--- src/rtl/wb_la_initiator_if.sv ---
// Command/response handshake plus Wishbone classic master signals of wb_la_initiator.
// The master modport is the initiator's view; slave is the requester/bus-model view.
interface wb_la_initiator_if;
    logic        cmd_valid;
    logic        cmd_ready;
    logic        cmd_we;
    logic [31:0] cmd_adr;
    logic [31:0] cmd_dat;
    logic [3:0]  cmd_sel;

    logic        rsp_valid;
    logic        rsp_ready;
    logic [31:0] rsp_dat;
    logic        rsp_err;

    logic        wbm_cyc_o;
    logic        wbm_stb_o;
    logic        wbm_we_o;
    logic [31:0] wbm_adr_o;
    logic [31:0] wbm_dat_o;
    logic [3:0]  wbm_sel_o;
    logic        wbm_ack_i;
    logic [31:0] wbm_dat_i;

    modport master (
        input  cmd_valid, cmd_we, cmd_adr, cmd_dat, cmd_sel,
        output cmd_ready,
        output rsp_valid, rsp_dat, rsp_err,
        input  rsp_ready,
        output wbm_cyc_o, wbm_stb_o, wbm_we_o, wbm_adr_o, wbm_dat_o, wbm_sel_o,
        input  wbm_ack_i, wbm_dat_i
    );

    modport slave (
        output cmd_valid, cmd_we, cmd_adr, cmd_dat, cmd_sel,
        input  cmd_ready,
        input  rsp_valid, rsp_dat, rsp_err,
        output rsp_ready,
        input  wbm_cyc_o, wbm_stb_o, wbm_we_o, wbm_adr_o, wbm_dat_o, wbm_sel_o,
        output wbm_ack_i, wbm_dat_i
    );
endinterface

--- src/rtl/wb_la_initiator.sv ---
// Wishbone classic single-transfer initiator: one command in, one bus cycle, one response out,
// with an optional ACK timeout and completed/aborted transaction counters.
module wb_la_initiator #(
    parameter int unsigned TIMEOUT_CYCLES = 255,
    parameter int unsigned CNT_W          = 16
) (
    input  logic                 wb_clk_i,
    input  logic                 wb_rst_i,
    wb_la_initiator_if.master    bus,
    output logic                 busy,
    output logic [CNT_W-1:0]     done_count,
    output logic [CNT_W-1:0]     err_count
);

    // Wait counter only needs to reach TIMEOUT_CYCLES-1.
    localparam int unsigned WaitW = (TIMEOUT_CYCLES > 1) ? $clog2(TIMEOUT_CYCLES) : 1;
    localparam logic [WaitW-1:0] WaitMax =
        WaitW'((TIMEOUT_CYCLES == 0) ? 0 : TIMEOUT_CYCLES - 1);

    typedef enum logic [1:0] {StIdle, StBus, StResp} state_e;

    state_e             state_q, state_d;
    logic               we_q, we_d;
    logic [31:0]        adr_q, adr_d;
    logic [31:0]        dat_q, dat_d;
    logic [3:0]         sel_q, sel_d;
    logic [31:0]        rsp_dat_q, rsp_dat_d;
    logic               rsp_err_q, rsp_err_d;
    logic [WaitW-1:0]   wait_q, wait_d;
    logic [CNT_W-1:0]   done_q, done_d;
    logic [CNT_W-1:0]   err_q, err_d;

    always_ff @(posedge wb_clk_i) begin
        if (wb_rst_i) begin
            state_q   <= StIdle;
            we_q      <= 1'b0;
            adr_q     <= '0;
            dat_q     <= '0;
            sel_q     <= '0;
            rsp_dat_q <= '0;
            rsp_err_q <= 1'b0;
            wait_q    <= '0;
            done_q    <= '0;
            err_q     <= '0;
        end else begin
            state_q   <= state_d;
            we_q      <= we_d;
            adr_q     <= adr_d;
            dat_q     <= dat_d;
            sel_q     <= sel_d;
            rsp_dat_q <= rsp_dat_d;
            rsp_err_q <= rsp_err_d;
            wait_q    <= wait_d;
            done_q    <= done_d;
            err_q     <= err_d;
        end
    end

    always_comb begin
        state_d   = state_q;
        we_d      = we_q;
        adr_d     = adr_q;
        dat_d     = dat_q;
        sel_d     = sel_q;
        rsp_dat_d = rsp_dat_q;
        rsp_err_d = rsp_err_q;
        wait_d    = wait_q;
        done_d    = done_q;
        err_d     = err_q;

        unique case (state_q)
            StIdle: begin
                if (bus.cmd_valid) begin
                    state_d = StBus;
                    we_d    = bus.cmd_we;
                    adr_d   = bus.cmd_adr;
                    dat_d   = bus.cmd_dat;
                    sel_d   = bus.cmd_sel;
                    wait_d  = '0;
                end
            end
            StBus: begin
                // ACK takes priority over a timeout falling on the same edge.
                if (bus.wbm_ack_i) begin
                    state_d   = StResp;
                    rsp_dat_d = we_q ? 32'h0 : bus.wbm_dat_i;
                    rsp_err_d = 1'b0;
                    done_d    = done_q + 1'b1;
                end else if ((TIMEOUT_CYCLES != 0) && (wait_q == WaitMax)) begin
                    state_d   = StResp;
                    rsp_dat_d = 32'h0;
                    rsp_err_d = 1'b1;
                    err_d     = err_q + 1'b1;
                end else begin
                    wait_d = wait_q + 1'b1;
                end
            end
            StResp: begin
                if (bus.rsp_ready) begin
                    state_d = StIdle;
                end
            end
            default: state_d = StIdle;
        endcase
    end

    assign bus.cmd_ready = (state_q == StIdle);
    assign bus.rsp_valid = (state_q == StResp);
    assign bus.rsp_dat   = rsp_dat_q;
    assign bus.rsp_err   = rsp_err_q;
    assign bus.wbm_cyc_o = (state_q == StBus);
    assign bus.wbm_stb_o = (state_q == StBus);
    assign bus.wbm_we_o  = (state_q == StBus) && we_q;
    assign bus.wbm_adr_o = adr_q;
    assign bus.wbm_dat_o = dat_q;
    assign bus.wbm_sel_o = sel_q;

    assign busy       = (state_q != StIdle);
    assign done_count = done_q;
    assign err_count  = err_q;

endmodule

--- src/flat_wrapper.sv ---
// flat-port wrapper written by rule: the top's interface ports become plain ports
module wb_la_initiator_flat 
#(
    parameter int unsigned TIMEOUT_CYCLES = 255,
    parameter int unsigned CNT_W          = 16
)
  (wb_clk_i, wb_rst_i, busy, done_count, err_count, bus_cmd_valid, bus_cmd_we, bus_cmd_adr, bus_cmd_dat, bus_cmd_sel, bus_cmd_ready, bus_rsp_valid, bus_rsp_dat, bus_rsp_err, bus_rsp_ready, bus_wbm_cyc_o, bus_wbm_stb_o, bus_wbm_we_o, bus_wbm_adr_o, bus_wbm_dat_o, bus_wbm_sel_o, bus_wbm_ack_i, bus_wbm_dat_i);
  wb_la_initiator_if bus_i ();
  input  logic wb_clk_i;
  input  logic wb_rst_i;
  output logic busy;
  output logic [CNT_W-1:0] done_count;
  output logic [CNT_W-1:0] err_count;
  input wire logic [$bits(bus_i.cmd_valid)-1:0] bus_cmd_valid;
  input wire logic [$bits(bus_i.cmd_we)-1:0] bus_cmd_we;
  input wire logic [$bits(bus_i.cmd_adr)-1:0] bus_cmd_adr;
  input wire logic [$bits(bus_i.cmd_dat)-1:0] bus_cmd_dat;
  input wire logic [$bits(bus_i.cmd_sel)-1:0] bus_cmd_sel;
  output wire logic [$bits(bus_i.cmd_ready)-1:0] bus_cmd_ready;
  output wire logic [$bits(bus_i.rsp_valid)-1:0] bus_rsp_valid;
  output wire logic [$bits(bus_i.rsp_dat)-1:0] bus_rsp_dat;
  output wire logic [$bits(bus_i.rsp_err)-1:0] bus_rsp_err;
  input wire logic [$bits(bus_i.rsp_ready)-1:0] bus_rsp_ready;
  output wire logic [$bits(bus_i.wbm_cyc_o)-1:0] bus_wbm_cyc_o;
  output wire logic [$bits(bus_i.wbm_stb_o)-1:0] bus_wbm_stb_o;
  output wire logic [$bits(bus_i.wbm_we_o)-1:0] bus_wbm_we_o;
  output wire logic [$bits(bus_i.wbm_adr_o)-1:0] bus_wbm_adr_o;
  output wire logic [$bits(bus_i.wbm_dat_o)-1:0] bus_wbm_dat_o;
  output wire logic [$bits(bus_i.wbm_sel_o)-1:0] bus_wbm_sel_o;
  input wire logic [$bits(bus_i.wbm_ack_i)-1:0] bus_wbm_ack_i;
  input wire logic [$bits(bus_i.wbm_dat_i)-1:0] bus_wbm_dat_i;
  assign bus_i.cmd_valid = bus_cmd_valid;
  assign bus_i.cmd_we = bus_cmd_we;
  assign bus_i.cmd_adr = bus_cmd_adr;
  assign bus_i.cmd_dat = bus_cmd_dat;
  assign bus_i.cmd_sel = bus_cmd_sel;
  assign bus_cmd_ready = bus_i.cmd_ready;
  assign bus_rsp_valid = bus_i.rsp_valid;
  assign bus_rsp_dat = bus_i.rsp_dat;
  assign bus_rsp_err = bus_i.rsp_err;
  assign bus_i.rsp_ready = bus_rsp_ready;
  assign bus_wbm_cyc_o = bus_i.wbm_cyc_o;
  assign bus_wbm_stb_o = bus_i.wbm_stb_o;
  assign bus_wbm_we_o = bus_i.wbm_we_o;
  assign bus_wbm_adr_o = bus_i.wbm_adr_o;
  assign bus_wbm_dat_o = bus_i.wbm_dat_o;
  assign bus_wbm_sel_o = bus_i.wbm_sel_o;
  assign bus_i.wbm_ack_i = bus_wbm_ack_i;
  assign bus_i.wbm_dat_i = bus_wbm_dat_i;
  wb_la_initiator #(.TIMEOUT_CYCLES(TIMEOUT_CYCLES), .CNT_W(CNT_W)) u_core (.wb_clk_i(wb_clk_i), .wb_rst_i(wb_rst_i), .bus(bus_i), .busy(busy), .done_count(done_count), .err_count(err_count));
endmodule
--- config.mk ---
export PLATFORM = sky130hd
export DESIGN_NAME = wb_la_initiator_flat
export DESIGN_NICKNAME = d
export VERILOG_FILES = /design/src/rtl/wb_la_initiator_if.sv /design/src/rtl/wb_la_initiator.sv /design/src/flat_wrapper.sv
export SDC_FILE = /design/constraint.sdc
export NUM_CORES = 1
export LEC_CHECK = 0
export BUFFER_PORTS_ARGS = -buffer_cell sky130_fd_sc_hd__buf_2
export CORE_ASPECT_RATIO = 0.8
export CORE_MARGIN = 2
export CORE_UTILIZATION = 33
export DETAILED_ROUTE_END_ITERATION = 8
export PLACE_DENSITY = 0.6
export SYNTH_ARGS = -nofsm -noshare
export SYNTH_HDL_FRONTEND = slang
export SYNTH_SLANG_ARGS = --single-unit
--- constraint.sdc ---
create_clock -name wb_clk_i -period 2.3 [get_ports wb_clk_i]
set_input_delay 0.345 -clock wb_clk_i [delete_from_list [all_inputs] [get_ports wb_clk_i]]
set_output_delay 0.345 -clock wb_clk_i [all_outputs]
set_load 0.03 [all_outputs]
==> impl_metrics.tcl <==
set metrics [dict create \
    htreeDepth 4 \
    synthCells 691 \
    synth_top_area_cell "dfxtp_1" \
    synthToLayoutAreaGrowth_pct 36.6 \
    slew_headroom 0.668 \
    path_clk_slew_ns 0.06 \
    dp_slack_ns 0.422 \
    routed-via-count 5530 \
    crit_type "register to primary output" \
    ys_types 46 \
    drive_above_1_share 0.322 \
    worst_pin_slew_ns 0.493 \
    num_antenna_cells 0 \
    setup.worst_path.start_class "register" \
    worstPathRequired_ns 1.96 \
    hpwl_mm 11.1 \
    drt_iter0_markers 224 \
    hold_viol_final 0 \
    p_sw_mw 1.67 \
    syn_area_sq_mm 0.00563 \
    p_int_mw 4.76 \
    synth_fp_nets 801 \
    grt-ovfl-total 0 \
    antenna_found_initial 0 \
    seqPwrFrac 0.413 \
    post_cts_buffers 0 \
    cts_tree "done" \
    row_count 42 \
    clock_skew_ns 0.00914 \
    io_buffers 244 \
    worst_setup_path_end_kind "primary output" \
    ys_top_cells_by_area "dfxtp_1 (51%), nand2_1 (13%), a21oi_1 (11%), o21ai_0 (3.7%), clkbuf_1 (2.1%)" \
    swShare 0.259 \
    clockBufferDepth 2 \
    finalCriticalPeriod_ns 2.00 \
    critPathMaxFanout 8 \
    drt_wl_total_mm 15.9 \
    arrival_ns 1.65 \
    leakage_nw 3.46 \
    wire_per_inst_um 13.9 \
    hold_class "input pin to register" \
    synth_top_area_frac 0.512 \
    dieArea_sq_mm 0.0181 \
    initial_utilization 0.339 \
    clk_latency_ns 0.41 \
    finish.net_count 1030 \
    drc 0 \
    setup_violations 0 \
    dp.cells 1121 \
    die_h_um 121 \
    cts_sinks 144 \
    dr.pass1.iters 6 \
    power_density_mw_per_mm2 836 \
    synth_edf_count 0 \
    pwr-share-clk 0.466 \
    grt_pass1_wl_mm 25.3 \
    slew_violations 0 \
    cts_hold_buf 0 \
    grt_use_total 0.174 \
    grt_setup_unrepaired "false" \
    ant_nets 0 \
    cp_slowest_stage_delay_ns 0.41 \
    place_congestion 0.763 \
    cts-buffers-inserted 17 \
    synth_seq_area_share 0.512 \
    fp.dieW_um 150 \
    cts_resized 0 \
    num_io_pins 245 \
    finalCritPeriodShare 0.868 \
    timing.final.ws_setup_ns 0.305 \
    vias_per_cell 4.80 \
    grt_pass1_vias 5034 \
    fin_cells 1151 \
    synth.avg_cell_area_sq_um 8.14 \
    peakVddDrop_uv 484 \
    maxCapViolCount 0 \
    worstPathCellList "nand2b_1 -> inv_1 -> and2_1 -> buf_2" \
    yosys_warnings 0 \
    status "complete, no violations" \
    core_area_sq_mm 0.0166 \
    clock-root-buffer "clkbuf_16" \
    synthArstFlopShare 0 \
    synthFlopType "dfxtp_1" \
    combPwrFrac 0.120 \
    critPathSlowestCell "dfxtp_1" \
    setup_tns_ns 0 \
    ys_ff_latch 144 \
    grt_max_degree 44 \
    max_freq_ghz 0.501 \
    whs_ns 0.165 \
]
[cell families (layout without fill, tap and decap cells)]
logic type / after synthesis / in the layout / share of synthesized area
compound gates: 184 / 184 / 0.172
simple gates: 288 / 288 / 0.236
xor+xnor: 12 / 12 / 0.0187
flops: 144 / 144 / 0.512
fa+ha+maj: 4 / 4 / 0.00890
buf+inv: 51 / 291 / 0.0369
mux: 8 / 8 / 0.0151
[cell usage in the layout (no fill, tap or decap), types with 3 or more instances in the layout]
| master | synthesis | layout |
|---|---|---|
| clkbuf_16 | 0 | 17 |
| or3_1 | 10 | 10 |
| nor2_1 | 21 | 20 |
| buf_2 | 8 | 243 |
| buf_4 | 1 | 12 |
| a21oi_1 | 123 | 122 |
| ha_1 | 4 | 4 |
| xnor2_1 | 4 | 4 |
| o21ai_0 | 42 | 42 |
| nand2_1 | 189 | 188 |
| a211oi_1 | 3 | 3 |
| nand3_1 | 16 | 16 |
| mux2i_1 | 4 | 4 |
| nor3_1 | 4 | 4 |
| bufinv_16 | 0 | 5 |
| xor2_1 | 8 | 8 |
| and4_1 | 3 | 3 |
| mux2_2 | 4 | 4 |
| nand4_1 | 10 | 10 |
| inv_1 | 5 | 5 |
| and3_1 | 8 | 8 |
| inv_6 | 0 | 3 |
| o31ai_1 | 7 | 7 |
| dfxtp_1 | 144 | 144 |
| nor2b_1 | 5 | 5 |
| or4_1 | 7 | 7 |
[power by group through the flow]
stage               Clock [mW]  Combinational (mW)  Sequential [mW]
detailed placement           0               0.783             2.71
global route              3.19               0.848             2.67
CTS                       3.07               0.784             2.66
floorplan                    0               0.290             2.91
global placement             0               0.781             2.71
finish                    3.00               0.774             2.66
[critical path: cells and delay by family (launching register included)]
kind / cells / cell delay [ns]
and+or+nand+nor: 2 / 0.38
buffers and inverters: 2 / 0.44
DFF: 1 / 0.41
[per-layer routing]
layer / global-route usage / part of all wire / up-vias
met5: 0 / 0 / -
met4: 0.0507 / 0.012 / 0
met3: 0.0698 / 0.088 / 15
met2: 0.257 / 0.43 / 178
met1: 0.233 / 0.47 / 2521
li1: - / - / 2816
[metrics by stage]
| stage | instance area, sq um | util | total power, mW |
|---|---|---|---|
| after CTS | 7690 | 0.463 | 6.52 |
| after global placement | 7050 | 0.425 | 3.49 |
| after floorplan | 5630 | - | 3.20 |
| after detailed placement | 7050 | 0.425 | 3.49 |
| final | 7690 | 0.463 | 6.43 |
| after global routing | 7690 | 0.463 | 6.71 |
[area by class of cell]
class                      instances  area (sq um)
clock buffer                      17           425
clock inverter                    13           210
fill                            1711          8920
inverter                           5          18.8
multi-input combinational        496          2550
sequential                       144          2880
tap                              220           275
timing repair buffer             256          1330
[synthesized netlist by cell type (all sizes together), types with 7 or more instances]
library cell    n
nand2         189
o21ai          42
clkbuf         34
nand4          12
nand3          16
o31ai           7
buf            12
xor2            8
and3            9
nor2           21
or3            10
or4             7
dfxtp         144
a21oi         123
[final timing paths]
path	startpoint	end	slack [ns]	cells past startpoint
setup / recovery	u_core.state_q[1]$_SDFFE_PP0P_	bus_wbm_we_o	0.30	4
setup reg to reg	u_core.wait_q[0]$_SDFFE_PP0P_	u_core.bus.rsp_dat[10]$_SDFFE_PP0P_	0.41	7
hold reg to reg	u_core.bus.wbm_dat_o[25]$_SDFFE_PP0P_	u_core.bus.wbm_dat_o[25]$_SDFFE_PP0P_	0.45	2
hold / removal	bus_cmd_adr[20]	u_core.bus.wbm_adr_o[20]$_SDFFE_PP0P_	0.17	3
[sequential cells by signal (all words and copies together), names as in the netlist]
| register | count |
|---|---|
| u_core.bus.wbm_dat_o | 32 |
| u_core.wait_q | 8 |
| u_core.bus.wbm_adr_o | 32 |
| u_core.we_q | 1 |
| u_core.state_q | 2 |
| u_core.err_count | 16 |
| u_core.bus.wbm_sel_o | 4 |
| u_core.bus.rsp_err | 1 |
| u_core.bus.rsp_dat | 32 |
| u_core.done_count | 16 |
Power figures use the tool's default switching activity.
